<file path="config.mk">
export PLATFORM = sky130hd
export DESIGN_NAME = fluxo_dados_tabuleiro_flat
export DESIGN_NICKNAME = d
export VERILOG_FILES = /design/src/rtl/fluxo_dados_tabuleiro_if.sv /design/src/rtl/fluxo_dados_tabuleiro.sv /design/src/flat_wrapper.sv
export SDC_FILE = /design/constraint.sdc
export NUM_CORES = 1
export LEC_CHECK = 0
export ABC_AREA = 0
export CORE_MARGIN = 2
export CORE_UTILIZATION = 57
export CTS_CLUSTER_SIZE = 24
export DETAILED_ROUTE_END_ITERATION = 6
export DONT_BUFFER_PORTS = 1
export PLACE_DENSITY = 0.76
export SLEW_MARGIN = 10
export SYNTH_ARGS = -nofsm -noshare
export SYNTH_HDL_FRONTEND = slang
export SYNTH_SLANG_ARGS = --single-unit
export TNS_END_PERCENT = 30
</file>
<file path="constraint.sdc">
create_clock -name clock -period 1.9 [get_ports clock]
set_input_delay 0.19 -clock clock [delete_from_list [all_inputs] [get_ports clock]]
set_output_delay 0.19 -clock clock [all_outputs]
set_load 0.005 [all_outputs]
</file>
<file path="src/rtl/fluxo_dados_tabuleiro_if.sv">
// Control-unit link of the lights-out board datapath.
// Strobes: zeraN, contaN, zeraM; status: nivel_concluido, nivel comparators.
interface fluxo_dados_tabuleiro_if;
    logic zeraN;
    logic contaN;
    logic zeraM;
    logic nivel_concluido;
    logic nivelIgualUltimoNivel;
    logic nivelMenorOuIgualUltimoNivel;

    modport master (
        output zeraN,
        output contaN,
        output zeraM,
        input  nivel_concluido,
        input  nivelIgualUltimoNivel,
        input  nivelMenorOuIgualUltimoNivel
    );

    modport slave (
        input  zeraN,
        input  contaN,
        input  zeraM,
        output nivel_concluido,
        output nivelIgualUltimoNivel,
        output nivelMenorOuIgualUltimoNivel
    );
endinterface

</file>
<file path="src/rtl/fluxo_dados_tabuleiro.sv">
// Lights-out 4x4 board datapath: level counter, level ROM, board, moves,
// button sync. Ports: clock, reset (async, low), cu (slave link),
// botao, posicao[3:0], matriz[15:0], db_nivel[2:0], db_jogadas[7:0].
// Macro TABULEIRO_TOROIDAL_EN: neighbours wrap around the board edges.
module fluxo_dados_tabuleiro #(
    parameter int ULTIMO_NIVEL = 7,
    parameter int JOGADAS_MAX  = 255
) (
    input  logic                     clock,
    input  logic                     reset,
    fluxo_dados_tabuleiro_if.slave   cu,
    input  logic                     botao,
    input  logic [3:0]               posicao,
    output logic [15:0]              matriz,
    output logic [2:0]               db_nivel,
    output logic [7:0]               db_jogadas
);

    localparam logic [2:0] ULT  = 3'(ULTIMO_NIVEL);
    localparam logic [7:0] JMAX = 8'(JOGADAS_MAX);

    logic [2:0]  nivel_q, nivel_d;
    logic        carregado_q, carregado_d;
    logic [15:0] matriz_q, matriz_d;
    logic [7:0]  jogadas_q, jogadas_d;
    logic        s1_q, s1_d;
    logic        s2_q, s2_d;
    logic        s3_q, s3_d;
    logic [3:0]  pos_q, pos_d;

    logic        pulso;
    logic        concluido;
    logic        jogada;

    function automatic logic [15:0] rom(input logic [2:0] n);
        logic [15:0] r;
        r = 16'h0000;
        case (n)
            3'd0: r = 16'h0272;
            3'd1: r = 16'h0013;
            3'd2: r = 16'hC813;
            3'd3: r = 16'h4C32;
            3'd4: r = 16'h008C;
            3'd5: r = 16'h3100;
            3'd6: r = 16'h318C;
            3'd7: r = 16'hF99F;
            default: r = 16'h0000;
        endcase
        return r;
    endfunction

    // Row/column arithmetic on 2-bit fields wraps naturally; the
    // non-toroidal build simply suppresses the wrapped neighbours.
    function automatic logic [15:0] mascara(input logic [3:0] p);
        logic [1:0]  lin;
        logic [1:0]  col;
        logic [15:0] m;
        lin = p[3:2];
        col = p[1:0];
        m   = 16'b1 << p;
`ifdef TABULEIRO_TOROIDAL_EN
        m = m | (16'b1 << {lin - 2'd1, col});
        m = m | (16'b1 << {lin + 2'd1, col});
        m = m | (16'b1 << {lin, col - 2'd1});
        m = m | (16'b1 << {lin, col + 2'd1});
`else
        if (lin != 2'd0) m = m | (16'b1 << {lin - 2'd1, col});
        if (lin != 2'd3) m = m | (16'b1 << {lin + 2'd1, col});
        if (col != 2'd0) m = m | (16'b1 << {lin, col - 2'd1});
        if (col != 2'd3) m = m | (16'b1 << {lin, col + 2'd1});
`endif
        return m;
    endfunction

    always_comb begin
        nivel_d     = nivel_q;
        carregado_d = carregado_q;
        matriz_d    = matriz_q;
        jogadas_d   = jogadas_q;
        s1_d        = botao;
        s2_d        = s1_q;
        s3_d        = s2_q;
        pos_d       = pos_q;

        pulso     = s2_q & ~s3_q;
        concluido = carregado_q & (matriz_q == 16'h0000);
        jogada    = pulso & ~cu.zeraM & carregado_q & ~concluido;

        // Capture the cell one cycle before the pulse so it is stable.
        if (s1_q & ~s2_q) pos_d = posicao;

        if (cu.zeraM) begin
            matriz_d  = rom(nivel_q);
            jogadas_d = 8'd0;
        end else if (jogada) begin
            matriz_d = matriz_q ^ mascara(pos_q);
            if (jogadas_q != JMAX) jogadas_d = jogadas_q + 8'd1;
        end

        if (cu.zeraN) begin
            nivel_d = 3'd0;
        end else if (cu.contaN && (nivel_q < ULT)) begin
            nivel_d = nivel_q + 3'd1;
        end

        // A simultaneous load leaves the board loaded.
        if (cu.zeraM)      carregado_d = 1'b1;
        else if (cu.zeraN) carregado_d = 1'b0;
    end

    always_ff @(posedge clock or negedge reset) begin
        if (!reset) begin
            nivel_q     <= 3'd0;
            carregado_q <= 1'b0;
            matriz_q    <= 16'h0000;
            jogadas_q   <= 8'd0;
            s1_q        <= 1'b0;
            s2_q        <= 1'b0;
            s3_q        <= 1'b0;
            pos_q       <= 4'd0;
        end else begin
            nivel_q     <= nivel_d;
            carregado_q <= carregado_d;
            matriz_q    <= matriz_d;
            jogadas_q   <= jogadas_d;
            s1_q        <= s1_d;
            s2_q        <= s2_d;
            s3_q        <= s3_d;
            pos_q       <= pos_d;
        end
    end

    assign cu.nivel_concluido              = concluido;
    assign cu.nivelIgualUltimoNivel        = (nivel_q == ULT);
    assign cu.nivelMenorOuIgualUltimoNivel = (nivel_q <= ULT);
    assign matriz     = matriz_q;
    assign db_nivel   = nivel_q;
    assign db_jogadas = jogadas_q;

endmodule

</file>
<file path="src/flat_wrapper.sv">
// flat-port wrapper written by rule: the top's interface ports become plain ports
module fluxo_dados_tabuleiro_flat 
#(
    parameter int ULTIMO_NIVEL = 7,
    parameter int JOGADAS_MAX  = 255
)
  (clock, reset, botao, posicao, matriz, db_nivel, db_jogadas, cu_zeraN, cu_contaN, cu_zeraM, cu_nivel_concluido, cu_nivelIgualUltimoNivel, cu_nivelMenorOuIgualUltimoNivel);
  fluxo_dados_tabuleiro_if cu_i ();
  input  logic clock;
  input  logic reset;
  input  logic botao;
  input  logic [3:0] posicao;
  output logic [15:0] matriz;
  output logic [2:0] db_nivel;
  output logic [7:0] db_jogadas;
  input wire logic [$bits(cu_i.zeraN)-1:0] cu_zeraN;
  input wire logic [$bits(cu_i.contaN)-1:0] cu_contaN;
  input wire logic [$bits(cu_i.zeraM)-1:0] cu_zeraM;
  output wire logic [$bits(cu_i.nivel_concluido)-1:0] cu_nivel_concluido;
  output wire logic [$bits(cu_i.nivelIgualUltimoNivel)-1:0] cu_nivelIgualUltimoNivel;
  output wire logic [$bits(cu_i.nivelMenorOuIgualUltimoNivel)-1:0] cu_nivelMenorOuIgualUltimoNivel;
  assign cu_i.zeraN = cu_zeraN;
  assign cu_i.contaN = cu_contaN;
  assign cu_i.zeraM = cu_zeraM;
  assign cu_nivel_concluido = cu_i.nivel_concluido;
  assign cu_nivelIgualUltimoNivel = cu_i.nivelIgualUltimoNivel;
  assign cu_nivelMenorOuIgualUltimoNivel = cu_i.nivelMenorOuIgualUltimoNivel;
  fluxo_dados_tabuleiro #(.ULTIMO_NIVEL(ULTIMO_NIVEL), .JOGADAS_MAX(JOGADAS_MAX)) u_core (.clock(clock), .reset(reset), .cu(cu_i), .botao(botao), .posicao(posicao), .matriz(matriz), .db_nivel(db_nivel), .db_jogadas(db_jogadas));
endmodule
</file>
; Yosys cells after proc, flatten, opt, wreduce, memory -nomap -nowiden
; Memory sizes are Yosys's and may differ from the RTL's.
; Cells that the tools add are included.
[op_classes]
add_sub_neg = 6
n_lt_le_gt_ge = 2
eq_ne = 4
shift = 5
mux = 21
bitwise_logic = 15
reduce_logical = 9
[op_table]
columns = operator, count
row1 = $mux W16, 14
row2 = $shl A1 B4 Y16 const A, 5
row3 = $or A16 B16 Y16, 4
row4 = $mux W8, 3
row5 = $logic_not A16 Y1, 1
row6 = $xor A16 B16 Y16, 1
row7 = $reduce_bool A2 Y1, 6
row8 = $add A8 B1 Y8 const B, 1
row9 = $ne A8 B8 Y1 const B, 1
row10 = $and A1 B1 Y1, 6
row11 = $mux W3, 2
row12 = $add A2 B1 Y2 const B, 2
row13 = $ne A2 B2 Y1 const B, 2
row14 = $not A1 Y1, 4
row15 = $sub A2 B1 Y2 const B, 2
row16 = $add A3 B1 Y3 const B, 1
row17 = $eq A3 B3 Y1 const B, 1
row18 = $le A3 B3 Y1 const B, 1
row19 = $lt A3 B3 Y1 const B, 1
row20 = $mux W1, 2
row21 = $reduce_and A2 Y1, 1
row22 = $logic_and A1 B1 Y1, 1
[totals]
ff_bits = 35
rom_bits = 128
inputBits = 10
output_inout_bits = 30
elab_cells = 71
n_memories = 1
[memory_table]
columns = memory, words, width, rd, rd_ports_with_merged_regs, write_ports, line_no
row1 = (no name shown), 8, 16, 1, 0, 0, fluxo_dados_tabuleiro.sv:38  ; case (n)

; Depth between registers and ports, before layout
[depth]
depth_word = 22
ltp_mapped = 7
mapped_depth_nobuf = 6

; Least setup slack after synthesis
; Ideal clock, no wire load.
[synth_timing]
kind = flip-flop to flip-flop
start = register u_core.pos_q[2]
end = register u_core.matriz_q[11], in the netlist u_core.matriz[11]
setup_time_ns = 0.082
arrival_ns = 1.923
t_required_ns = 1.818
path_slack_ns = -0.105
path_stages_with_launch = 8
n_path_buf = 1
synth_period_minus_slack_ns = 2.005
cell_sequence = dfrtp_1 -> buf_4 -> inv_1 -> ha_1 -> mux2i_4 -> a31oi_2 -> or4_1 -> a31oi_1
[synth_between]
elab_chain_cells = 21
elab_cells_between_ends = 28
classes_between = 2 x add/sub / 1 x eq/ne / 5 x shift / 14 x mux / 5 x bitwise / 1 x reduce/logical
[synth_rtl]
columns = element, line_no
row1 = "start, declared", fluxo_dados_tabuleiro.sv:29  ; logic [3:0] pos_q, pos_d;
row2 = "start signal, assigned", fluxo_dados_tabuleiro.sv:129  ; pos_q <= pos_d;
row3 = $sub A2 B1 Y2, fluxo_dados_tabuleiro.sv:67  ; if (lin != 2'd0) m = m | (16'b1 << {lin - 2'd1, col});
row4 = $shl A1 B4 Y16, fluxo_dados_tabuleiro.sv:67
row5 = $or A16 B16 Y16, fluxo_dados_tabuleiro.sv:67
row6 = $mux W16, fluxo_dados_tabuleiro.sv:67
row7 = $mux W16, fluxo_dados_tabuleiro.sv:95  ; end else if (jogada) begin
row8 = $mux W16, fluxo_dados_tabuleiro.sv:92  ; if (cu.zeraM) begin
row9 = $or A16 B16 Y16, fluxo_dados_tabuleiro.sv:68  ; if (lin != 2'd3) m = m | (16'b1 << {lin + 2'd1, col});
row10 = $mux W16, fluxo_dados_tabuleiro.sv:68
row11 = [... 5 more ...], n/a
row12 = $mux W16, fluxo_dados_tabuleiro.sv:92
row13 = $or A16 B16 Y16, fluxo_dados_tabuleiro.sv:70  ; if (col != 2'd3) m = m | (16'b1 << {lin, col + 2'd1});
row14 = $mux W16 (*), fluxo_dados_tabuleiro.sv:70
row15 = $mux W16 (*), fluxo_dados_tabuleiro.sv:95
row16 = $mux W16 (*), fluxo_dados_tabuleiro.sv:92
row17 = $xor A16 B16 Y16 (*), fluxo_dados_tabuleiro.sv:96  ; matriz_d = matriz_q ^ mascara(pos_q);
row18 = $mux W16 (*), fluxo_dados_tabuleiro.sv:95
row19 = $mux W16 (*), fluxo_dados_tabuleiro.sv:92
row20 = "end signal, assigned", fluxo_dados_tabuleiro.sv:124  ; matriz_q <= matriz_d;
row21 = "end, declared", fluxo_dados_tabuleiro.sv:24  ; logic [15:0] matriz_q, matriz_d;
; Mark *: on every way between the ends. The rest lies on a longest branch, timed or not. The select of a mux whose other input is x is not followed.
; A chain may end at the register's enable or synchronous reset.

; Final worst setup path
[layout_timing]
start = register u_core.pos_q[3]
end = register u_core.matriz_q[6], in the netlist u_core.matriz[6]
; The elaborated chain is that of the path after synthesis.

==> results.cfg <==
[timing]
fin_crit_ns = 1.916
finClkSkew_ns = 0.01009
finalHoldViolations = 0
slew_headroom_pct = 74.60
fmax_mhz = 522.0
rsz0062_at_grt = true
finalMaxSlewViolations = 0
min_period_over_period_pct = 100.8
setup_viol = 3
finalSetupTns_ns = -0.03226
setup_ws_ns = -0.01565
holdWs_ns = 0.01637
worst_pin_slew_ns = 0.3810

[clocking]
cts.sinks = 35
clock_path_buffers = 2
cts_buffers = 5
root_buffer = clkbuf_8
cts_tree = built
clk_latency_ns = 0.30
htree_levels = 2
clk_pin_slew_worst_paths_ns = 0.07

[detailed_routing]
drtIter0Drc = 109
vias = 1973
routedWlPerCell_um = 18.16
post_drt_via_cell_ratio = 6.448
drc = 0
first_pass_iters = 5
drtAntennaViolNets = 0
wl_mm = 5.558

[floorplanning]
rows = 22
boundaryPins = 40
start_util_pct = 59.97
dieHeight_um = 66.30
die-area_um2 = 4395
coreArea_um2 = 3689
dieWidth_um = 66.30

[status]
run_status = complete, but fails checks
violations = negative setup slack

[final_layout]
final_layout_size_suffix_gt1_share_pct = 19.77
fin_nets = 278
fin_area_um2 = 2592
area_growth_pct = 17.19
final_common_cell = dfrtp_1
final_cell_mix = dfrtp_1, o21ai_0, buf_4, a21oi_1, nor2_1
antennaDiodeCount = 0

[place]
place_congestion = 0.9418
dp_hpwl_mm = 3.748
placedInstanceArea_um2 = 2351
portBuffers = 0

[synth]
synth_cell_types = 43
syn_nets = 257
syn_area_per_cell_um2 = 9.373
yosys_warnings = 0
synth_seq_cells = 35
ys_seq_area_share_pct = 39.59
syn_inst = 236
synth_area_um2 = 2212

[worst_setup_path]
path_class = reg -> reg
critPathCaptureType = register
cp.required_ns = 2.13
worst_setup_path_start_kind = register
path_max_fanout = 6
arrival_ns = 2.15

[global_route]
grt_pass1_vias = 1879
antenna_found_initial = 0
grt-ovfl-total = 0
grt_pass1_wl_mm = 9.039
grt_use_total_pct = 27.55
grt_max_degree = 36

[worst_hold_path]
hp-class = in -> reg

[power]
leakagePower_nw = 1.042
finalPower_mw = 2.005
power_per_cell_area_nw_per_um2 = 773.3
vdd_drop_max_mv = 0.5699

[run]
cap_violations = 0
worst max-delay path, stage by stage (launching register included):
cell,delay (ns)
dfrtp_1,0.39
buf_4,0.16
ha_1,0.23
mux2i_2,0.29
a21oi_1,0.18
or4b_1,0.52
nand3_1,0.09
power breakdown:
group	internal, mW	leakage (nW)	switching, mW
logic	0.237	0.555	0.272
clock network	0.296	0.0474	0.298
registers	0.816	0.439	0.0873
total	1.35	1.04	0.656
kinds of logic (layout without fill, tap and decap cells):
group,after synthesis,after routing,share of synthesized area [%]
AND/OR/NAND/NOR,92,93,24.72
AO/OA/AOI/OAI,69,69,20.02
flip-flops,35,35,39.59
buffers and inverters,22,43,5.543
adder cells (fa/ha/maj),11,11,6.222
multiplexers,7,7,3.903
sequential cells by signal, indices dropped and copies added (netlist names):
name,count
u_core.carregado_q,1
u_core.db_jogadas,8
u_core.db_nivel,3
u_core.matriz,16
u_core.pos_q,4
u_core.s1_q,1
u_core.s2_q,1
u_core.s3_q,1
layout make-up:
type                    count  area, um^2
flip-flops and latches     35       875.8
fillers                   294        1096
inverters                  10       37.54
well taps                  48       60.06
clock buffers               6       82.58
multi-input cells         180        1297
repair buffers             25       222.7
clock inverters             2       16.27
metal layers:
layer | global-route usage (%) | part of all wire [%]
met1 | 35.63 | 43
met2 | 42.63 | 47
met3 | 9.710 | 8.2
met4 | 9.694 | 2.1
met5 | 0 | 0
through the flow:
stage	setup WS [ns]	utilization [%]	instances
2_1_floorplan	0.003590	-	236
3_3_place_gp	0.06838	63.74	290
3_5_place_dp	-0.02330	63.74	290
4_1_cts	-0.03386	68.76	305
5_1_grt	-0.1139	70.28	306
6_report	-0.01565	70.28	306
synth_stat cells:
cell type | instances | area, um^2
mux2i_1 | 3 | 30.03
o311ai_0 | 1 | 8.760
o31a_1 | 11 | 96.34
and4_4 | 2 | 22.52
nand3_1 | 11 | 55.05
a31oi_2 | 1 | 12.51
and3b_1 | 1 | 8.760
nand2_1 | 11 | 41.29
clkbuf_1 | 2 | 7.510
nand2b_1 | 1 | 6.260
buf_6 | 2 | 22.52
or3_1 | 1 | 6.260
o21ai_0 | 19 | 95.09
or2_2 | 1 | 6.260
o21a_1 | 1 | 7.510
mux2i_4 | 1 | 22.52
clkbuf_2 | 1 | 5.000
dfrtp_1 | 35 | 875.8
or4_1 | 7 | 52.55
o31ai_1 | 6 | 45.04
nand3b_1 | 1 | 7.510
and2_1 | 1 | 6.260
nor3_1 | 1 | 5.000
and2b_1 | 1 | 7.510
buf_4 | 6 | 45.04
and3_1 | 2 | 12.51
a22oi_1 | 3 | 22.52
a31oi_1 | 4 | 25.02
o211ai_1 | 1 | 7.510
mux2_2 | 3 | 33.78
ha_1 | 11 | 137.6
nand4_1 | 1 | 6.260
a41o_1 | 1 | 10.01
or4b_1 | 8 | 80.08
nor2b_1 | 14 | 87.58
o41ai_1 | 1 | 8.760
a32oi_1 | 1 | 8.760
nor2_1 | 17 | 63.81
or3b_1 | 1 | 8.760
nor4_1 | 10 | 62.56
inv_1 | 10 | 37.54
buf_2 | 1 | 5.000
a21oi_1 | 19 | 95.09
worst paths after layout:
check	start	end	slack, ns	cells past startpoint
max in group asynchronous	reset	u_core.matriz[2]	1.38	2
hold / removal	posicao[2]	u_core.pos_q[2]	0.02	2
setup reg to reg	u_core.pos_q[3]	u_core.matriz[6]	-0.02	6
setup / recovery	u_core.pos_q[3]	u_core.matriz[6]	-0.02	6
hold reg to reg	u_core.s1_q	u_core.s2_q	0.38	0
min in group asynchronous	reset	u_core.db_jogadas[4]	0.33	2
timing repair:
action                     CTS  global route
hold endpoints to repair    45             0
gates cloned                 1             0
setup buffers                1             1
setup endpoints to repair    3            21
pin swaps                    1             6
hold buffers                 5             0
gates resized for setup      2            10
(Power assumes the default switching activity.)
